## src/rtl/uart_alu_ctrl_if.sv

```systemverilog
// Bundles the rx/tx handshake and ALU operand/result signals of the UART-ALU controller.
// The controller uses the slave view; the driving environment uses the master view.
interface uart_alu_ctrl_if #(
  parameter int NB_DATA = 8,
  parameter int NB_OP   = 6
);
  logic               i_rx_done_tick;
  logic [NB_DATA-1:0] i_rx_data;
  logic [NB_DATA-1:0] o_alu_a;
  logic [NB_DATA-1:0] o_alu_b;
  logic [NB_OP-1:0]   o_alu_op;
  logic [NB_DATA-1:0] i_alu_result;
  logic               o_tx_start;
  logic [NB_DATA-1:0] o_tx_data;
  logic               i_tx_done_tick;
  logic               o_timeout;
  logic               o_bad_op;
  logic               o_busy;

  modport master (
    output i_rx_done_tick, i_rx_data, i_alu_result, i_tx_done_tick,
    input  o_alu_a, o_alu_b, o_alu_op, o_tx_start, o_tx_data,
           o_timeout, o_bad_op, o_busy
  );

  modport slave (
    input  i_rx_done_tick, i_rx_data, i_alu_result, i_tx_done_tick,
    output o_alu_a, o_alu_b, o_alu_op, o_tx_start, o_tx_data,
           o_timeout, o_bad_op, o_busy
  );
endinterface

```

## src/rtl/uart_alu_ctrl.sv

```systemverilog
// Collects A, B, opcode bytes from the UART, runs the ALU, sends the result; tx_start 2 cycles after opcode tick.
// No backpressure: rx bytes arriving while busy are dropped; inter-byte idle beyond TIMEOUT_CYCLES aborts the command.
module uart_alu_ctrl #(
  parameter int NB_DATA        = 8,
  parameter int NB_OP          = 6,
  parameter int TIMEOUT_CYCLES = 500000
) (
  input  logic            i_clock,
  input  logic            i_reset,
  uart_alu_ctrl_if.slave  bus
);
  localparam int CNT_W = (TIMEOUT_CYCLES > 1) ? $clog2(TIMEOUT_CYCLES) : 1;
  localparam logic [CNT_W-1:0] CNT_TERM = CNT_W'(TIMEOUT_CYCLES - 1);

  localparam logic [NB_DATA-1:0] OP_ADD = NB_DATA'(8'h20);
  localparam logic [NB_DATA-1:0] OP_SUB = NB_DATA'(8'h22);
  localparam logic [NB_DATA-1:0] OP_AND = NB_DATA'(8'h24);
  localparam logic [NB_DATA-1:0] OP_OR  = NB_DATA'(8'h25);
  localparam logic [NB_DATA-1:0] OP_XOR = NB_DATA'(8'h26);
  localparam logic [NB_DATA-1:0] OP_NOR = NB_DATA'(8'h27);
  localparam logic [NB_DATA-1:0] OP_SRA = NB_DATA'(8'h03);
  localparam logic [NB_DATA-1:0] OP_SRL = NB_DATA'(8'h02);

  typedef enum logic [2:0] {
    GET_A, GET_B, GET_OP, EXEC, SEND, WAIT_TX
  } state_t;

  state_t             state_q, state_d;
  logic [CNT_W-1:0]   cnt_q, cnt_d;
  logic [NB_DATA-1:0] alu_a_q, alu_a_d;
  logic [NB_DATA-1:0] alu_b_q, alu_b_d;
  logic [NB_OP-1:0]   alu_op_q, alu_op_d;
  logic [NB_DATA-1:0] tx_data_q, tx_data_d;
  logic               tx_start_q, tx_start_d;
  logic               timeout_q, timeout_d;
  logic               bad_op_q, bad_op_d;
  logic               busy_q, busy_d;
  logic               op_valid;

  // Comparing the whole byte also enforces that the bits above the opcode field are zero.
  assign op_valid = bus.i_rx_data inside {OP_ADD, OP_SUB, OP_AND, OP_OR,
                                          OP_XOR, OP_NOR, OP_SRA, OP_SRL};

  always_comb begin
    state_d   = state_q;
    cnt_d     = '0;
    alu_a_d   = alu_a_q;
    alu_b_d   = alu_b_q;
    alu_op_d  = alu_op_q;
    tx_data_d = tx_data_q;
    timeout_d = 1'b0;
    bad_op_d  = 1'b0;

    case (state_q)
      GET_A: begin
        if (bus.i_rx_done_tick) begin
          alu_a_d = bus.i_rx_data;
          state_d = GET_B;
        end
      end
      GET_B, GET_OP: begin
        if (bus.i_rx_done_tick) begin
          if (state_q == GET_B) begin
            alu_b_d = bus.i_rx_data;
            state_d = GET_OP;
          end else if (op_valid) begin
            alu_op_d = bus.i_rx_data[NB_OP-1:0];
            state_d  = EXEC;
          end else begin
            bad_op_d = 1'b1;
            state_d  = GET_A;
          end
        end else if (cnt_q == CNT_TERM) begin
          timeout_d = 1'b1;
          state_d   = GET_A;
        end else begin
          cnt_d = cnt_q + 1'b1;
        end
      end
      EXEC: begin
        tx_data_d = bus.i_alu_result;
        state_d   = SEND;
      end
      SEND: state_d = WAIT_TX;
      WAIT_TX: begin
        if (bus.i_tx_done_tick) state_d = GET_A;
      end
      default: state_d = GET_A;
    endcase

    // Derived from the next state so both outputs come straight from flops.
    tx_start_d = (state_d == SEND);
    busy_d     = (state_d != GET_A);
  end

  always_ff @(posedge i_clock) begin
    if (i_reset) begin
      state_q    <= GET_A;
      cnt_q      <= '0;
      alu_a_q    <= '0;
      alu_b_q    <= '0;
      alu_op_q   <= '0;
      tx_data_q  <= '0;
      tx_start_q <= 1'b0;
      timeout_q  <= 1'b0;
      bad_op_q   <= 1'b0;
      busy_q     <= 1'b0;
    end else begin
      state_q    <= state_d;
      cnt_q      <= cnt_d;
      alu_a_q    <= alu_a_d;
      alu_b_q    <= alu_b_d;
      alu_op_q   <= alu_op_d;
      tx_data_q  <= tx_data_d;
      tx_start_q <= tx_start_d;
      timeout_q  <= timeout_d;
      bad_op_q   <= bad_op_d;
      busy_q     <= busy_d;
    end
  end

  assign bus.o_alu_a    = alu_a_q;
  assign bus.o_alu_b    = alu_b_q;
  assign bus.o_alu_op   = alu_op_q;
  assign bus.o_tx_data  = tx_data_q;
  assign bus.o_tx_start = tx_start_q;
  assign bus.o_timeout  = timeout_q;
  assign bus.o_bad_op   = bad_op_q;
  assign bus.o_busy     = busy_q;
endmodule

```

## src/flat_wrapper.sv

```systemverilog
// flat-port wrapper written by rule: the top's interface ports become plain ports
module uart_alu_ctrl_flat 
#(
  parameter int NB_DATA        = 8,
  parameter int NB_OP          = 6,
  parameter int TIMEOUT_CYCLES = 500000
)
  (i_clock, i_reset, bus_i_rx_done_tick, bus_i_rx_data, bus_i_alu_result, bus_i_tx_done_tick, bus_o_alu_a, bus_o_alu_b, bus_o_alu_op, bus_o_tx_start, bus_o_tx_data, bus_o_timeout, bus_o_bad_op, bus_o_busy);
  uart_alu_ctrl_if #(.NB_DATA(NB_DATA), .NB_OP(NB_OP)) bus_i ();
  input  logic i_clock;
  input  logic i_reset;
  input wire logic [$bits(bus_i.i_rx_done_tick)-1:0] bus_i_rx_done_tick;
  input wire logic [$bits(bus_i.i_rx_data)-1:0] bus_i_rx_data;
  input wire logic [$bits(bus_i.i_alu_result)-1:0] bus_i_alu_result;
  input wire logic [$bits(bus_i.i_tx_done_tick)-1:0] bus_i_tx_done_tick;
  output wire logic [$bits(bus_i.o_alu_a)-1:0] bus_o_alu_a;
  output wire logic [$bits(bus_i.o_alu_b)-1:0] bus_o_alu_b;
  output wire logic [$bits(bus_i.o_alu_op)-1:0] bus_o_alu_op;
  output wire logic [$bits(bus_i.o_tx_start)-1:0] bus_o_tx_start;
  output wire logic [$bits(bus_i.o_tx_data)-1:0] bus_o_tx_data;
  output wire logic [$bits(bus_i.o_timeout)-1:0] bus_o_timeout;
  output wire logic [$bits(bus_i.o_bad_op)-1:0] bus_o_bad_op;
  output wire logic [$bits(bus_i.o_busy)-1:0] bus_o_busy;
  assign bus_i.i_rx_done_tick = bus_i_rx_done_tick;
  assign bus_i.i_rx_data = bus_i_rx_data;
  assign bus_i.i_alu_result = bus_i_alu_result;
  assign bus_i.i_tx_done_tick = bus_i_tx_done_tick;
  assign bus_o_alu_a = bus_i.o_alu_a;
  assign bus_o_alu_b = bus_i.o_alu_b;
  assign bus_o_alu_op = bus_i.o_alu_op;
  assign bus_o_tx_start = bus_i.o_tx_start;
  assign bus_o_tx_data = bus_i.o_tx_data;
  assign bus_o_timeout = bus_i.o_timeout;
  assign bus_o_bad_op = bus_i.o_bad_op;
  assign bus_o_busy = bus_i.o_busy;
  uart_alu_ctrl #(.NB_DATA(NB_DATA), .NB_OP(NB_OP), .TIMEOUT_CYCLES(TIMEOUT_CYCLES)) u_core (.i_clock(i_clock), .i_reset(i_reset), .bus(bus_i));
endmodule
```

## config.mk

```make
export PLATFORM = sky130hd
export DESIGN_NAME = uart_alu_ctrl_flat
export DESIGN_NICKNAME = d
export VERILOG_FILES = /design/src/rtl/uart_alu_ctrl_if.sv /design/src/rtl/uart_alu_ctrl.sv /design/src/flat_wrapper.sv
export SDC_FILE = /design/constraint.sdc
export NUM_CORES = 1
export LEC_CHECK = 0
export CAP_MARGIN = 20
export CORE_MARGIN = 1
export CORE_UTILIZATION = 30
export DETAILED_ROUTE_END_ITERATION = 10
export GPL_ROUTABILITY_DRIVEN = 1
export PLACE_DENSITY = 0.61
export SLEW_MARGIN = 0
export SYNTH_ARGS = -nofsm -noshare
export SYNTH_HDL_FRONTEND = slang
export SYNTH_SLANG_ARGS = --single-unit
```

## constraint.sdc

```tcl
create_clock -name i_clock -period 2.3 [get_ports i_clock]
set_clock_uncertainty 0.15 [all_clocks]
set_input_delay 0.46 -clock i_clock [delete_from_list [all_inputs] [get_ports i_clock]]
set_output_delay 0.46 -clock i_clock [all_outputs]
set_load 0.01 [all_outputs]
```

==> results by group <==
CTS
  – CTS resizes: 0
  – Num CTS Buffers: 5
  – Worst-path clk slew: 0.11 ns
  – Cts hold-fix bufs: 0
  – CTS sink cnt: 56
  – # Post-CTS Setup Buffers: 0
  – CTS tree: done
  – Clock Path Buffers: 2
  – Clock tree root buffer cell: clkbuf_8
  – H-tree levels: 2
  – Worst-skew pair later-pin latency: 0.30 ns

Status
  – Status: finished clean

Yosys
  – Synthesized area: 2240 sq um
  – FF+latch count, synth: 56
  – Fraction of the yosys area taken by sequential cells: 50.0%
  – Yosys warns: 0
  – Syn Nets: 286
  – Post-synthesis cell count: 265
  – Synth unique cells: 39
  – Syn Area/Cell: 8.47 sq um

STA
  – Fin crit share: 90.1%
  – Max transition margin: 65.6%
  – Hold Vio Cnt, Final: 0
  – Setup Viol. Count Final: 0
  – WHS: 0.308 ns
  – Setup TNS: 0 ns
  – Slew Limit Fails: 0
  – Least-Margin Pin Slew: 0.512 ns
  – Max Clock Freq: 0.482 GHz
  – Min Clock Period, post-route: 2.07 ns
  – RSZ-0062 raised after global routing: false

GRT
  – Most used routing layer: met2
  – Largest net degree at the start of global routing: 22
  – Met3 GRT Util: 2.61%
  – Total global-route track usage: 13.6%
  – First-pass GRT wire length: 8.39 mm
  – Vias in the first global route: 1834
  – Met1 usage in global routing: 17.2%
  – Grt ovf: 0
  – Grt met2 use: 22.7%
  – Antenna violations before repair: 0

Route
  – Vias per cell: 4.62
  – DR iter-0 viols: 69
  – DRT Wirelength: 5.08 mm
  – DRT Pass-1 Iters: 4
  – Drc violations: 0
  – Via count: 1972
  – Wire length per cell: 11.9 um
  – Post-route ant nets: 0

Worst setup path
  – CP Max Fanout: 6
  – CP endpoint kind: flip-flop
  – Critical path arrival: 2.17 ns
  – Critical Path Slowest Stage Cell: or4_4
  – Worst Path Required: 2.40 ns
  – Crit path kind: reg2reg
  – Setup slack, reg-to-reg: 0.23 ns
  – Setup crit start kind: flip-flop
  – CP max stage delay: 0.56 ns
  – Cell family with most CP delay: simple AND/OR/NAND/NOR gates
  – Critical-path cell list: ha_1, nand4_2, or4_4, or4_1, a21oi_1
  – Worst path bufs/invs: 0

Floorplanning
  – Core Area: 7250 sq um
  – Initial Utilization: 30.9%
  – Die width: 88.5 um
  – Die Height: 88.5 um
  – DIE AREA: 7830 sq um
  – I/O pin total: 54
  – Core Rows: 31

Placed design
  – Port bufs: 53
  – Detailed placement HPWL: 3.71 mm
  – Final GP Congestion: 0.757
  – Area after DPL: 2950 sq um

Power and ir drop
  – Max IR drop VDD: 214 uV
  – Power Density: 564 nW/um^2
  – Pleak: 0.00103 uW

Final layout
  – Most frequent cells in the layout: dfxtp_1, clkdlybuf4s50_1, nand2_1
  – Layout fillers: 743
  – Area delta synth->final: 35.7%
  – Post-route cell area: 3040 sq um
  – Fin nets: 348
  – Ratio of cells with drive above 1 in the final layout: 8.23%
  – Diodes inserted: 0
  – Most common cell after layout, fill and taps aside: dfxtp_1

Run
  – Max-Cap Viols: 0

Hold path
  – Hold WC Path Type: reg2reg
[registers in the layout, indices dropped and copies added, names as in the netlist]
register	count
u_core.bus.o_alu_a	8
u_core.bus.o_alu_b	8
u_core.bus.o_alu_op	6
u_core.bus.o_bad_op	1
u_core.bus.o_busy	1
u_core.bus.o_timeout	1
u_core.bus.o_tx_data	8
u_core.bus.o_tx_start	1
u_core.cnt_q	19
u_core.state_q	3
[power breakdown]
part           switching (uW)  internal (uW)
Combinational            78.3           92.1
Clock                     324            219
Sequential               13.4            990
[through the flow]
| stage | total power [uW] | setup slack [ns] | cells | utilization [%] |
|---|---|---|---|---|
| finish | 1720 | 0.227 | 427 | 42.0 |
| global route | 1800 | 0.0959 | 427 | 42.0 |
| CTS | 1750 | 0.219 | 427 | 42.0 |
| detailed placement | 1200 | 0.0334 | 419 | 40.7 |
| global placement | 1200 | 0.0889 | 419 | 40.7 |
| floorplan | 1090 | 0.266 | 265 | - |
[area by class of cell]
cell class,count,area [sq um],share of cell area (%)
clock buffers,5,68.8,2.26
clock inverters,3,22.5,0.740
inverters,8,30.0,0.986
multi-input cells,190,1050,34.5
flip-flops and latches,56,1120,36.8
well taps,99,124,4.07
repair buffers,66,628,20.6
[worst paths after layout]
| path | from | endpoint | cells past startpoint |
|---|---|---|---|
| worst max-delay path | u_core.cnt_q[1] | u_core.cnt_q[18] | 5 |
| worst min-delay path | u_core.bus.o_alu_b[5] | u_core.bus.o_alu_b[5] | 2 |
| worst max register to register | u_core.cnt_q[1] | u_core.cnt_q[18] | 5 |
| worst min register to register | u_core.bus.o_alu_b[5] | u_core.bus.o_alu_b[5] | 2 |
[worst register-to-register path: cells and delay by family (launching register included)]
kind                     cells  cell delay [ns]
AO/OA/AOI/OAI                1             0.15
adder cells (fa/ha/maj)      1             0.23
flip-flops                   1             0.38
AND/OR/NAND/NOR              3             1.10
[cell families after synthesis]
group	count (synthesis)	synth area share, %
AOI/OAI and AO/OA	45	11.2
xor gates and xnor gates	14	5.47
adders and majority gates	1	0.558
buffers and inverters	19	3.23
DFF	56	50.0
muxes	4	1.78
and+or+nand+nor	126	27.8
[routing by layer]
layer | up-vias | share of wire, %
met5 | - | 0
met4 | 0 | 1.5
met3 | 7 | 4.8
met2 | 46 | 46
met1 | 889 | 48
li1 | 1030 | -
[synth_stat cells]
master | number | area share, %
dfxtp_1 | 56 | 50
nand2_1 | 52 | 8.7
a21oi_1 | 33 | 7.4
nor2_1 | 21 | 3.5
xnor2_1 | 11 | 4.3
clkbuf_1 | 9 | 1.5
inv_1 | 7 | 1.2
nand4_1 | 7 | 2.0
nor3_1 | 7 | 1.6
nand3_1 | 6 | 1.3
nor4_1 | 6 | 1.7
o21ai_0 | 5 | 1.1
or3_1 | 5 | 1.4
mux2i_1 | 4 | 1.8
nand3b_1 | 3 | 1.0
nor2b_1 | 3 | 0.84
nor3b_1 | 3 | 1.0
xor2_1 | 3 | 1.2
and2_1 | 2 | 0.56
and3b_1 | 2 | 0.78
nand2b_1 | 2 | 0.56
a31o_2 | 1 | 0.39
and4_2 | 1 | 0.45
buf_1 | 1 | 0.17
buf_2 | 1 | 0.22
clkinv_1 | 1 | 0.17
ha_1 | 1 | 0.56
nand4_2 | 1 | 0.56
nor4b_1 | 1 | 0.39
nor4bb_1 | 1 | 0.45
o2111ai_1 | 1 | 0.39
o211a_1 | 1 | 0.45
o21ai_2 | 1 | 0.39
o21bai_1 | 1 | 0.33
o31ai_1 | 1 | 0.33
o32ai_1 | 1 | 0.39
or2_2 | 1 | 0.28
or4_1 | 1 | 0.33
or4_4 | 1 | 0.50
Note: power is estimated with default switching activity, not from simulation.
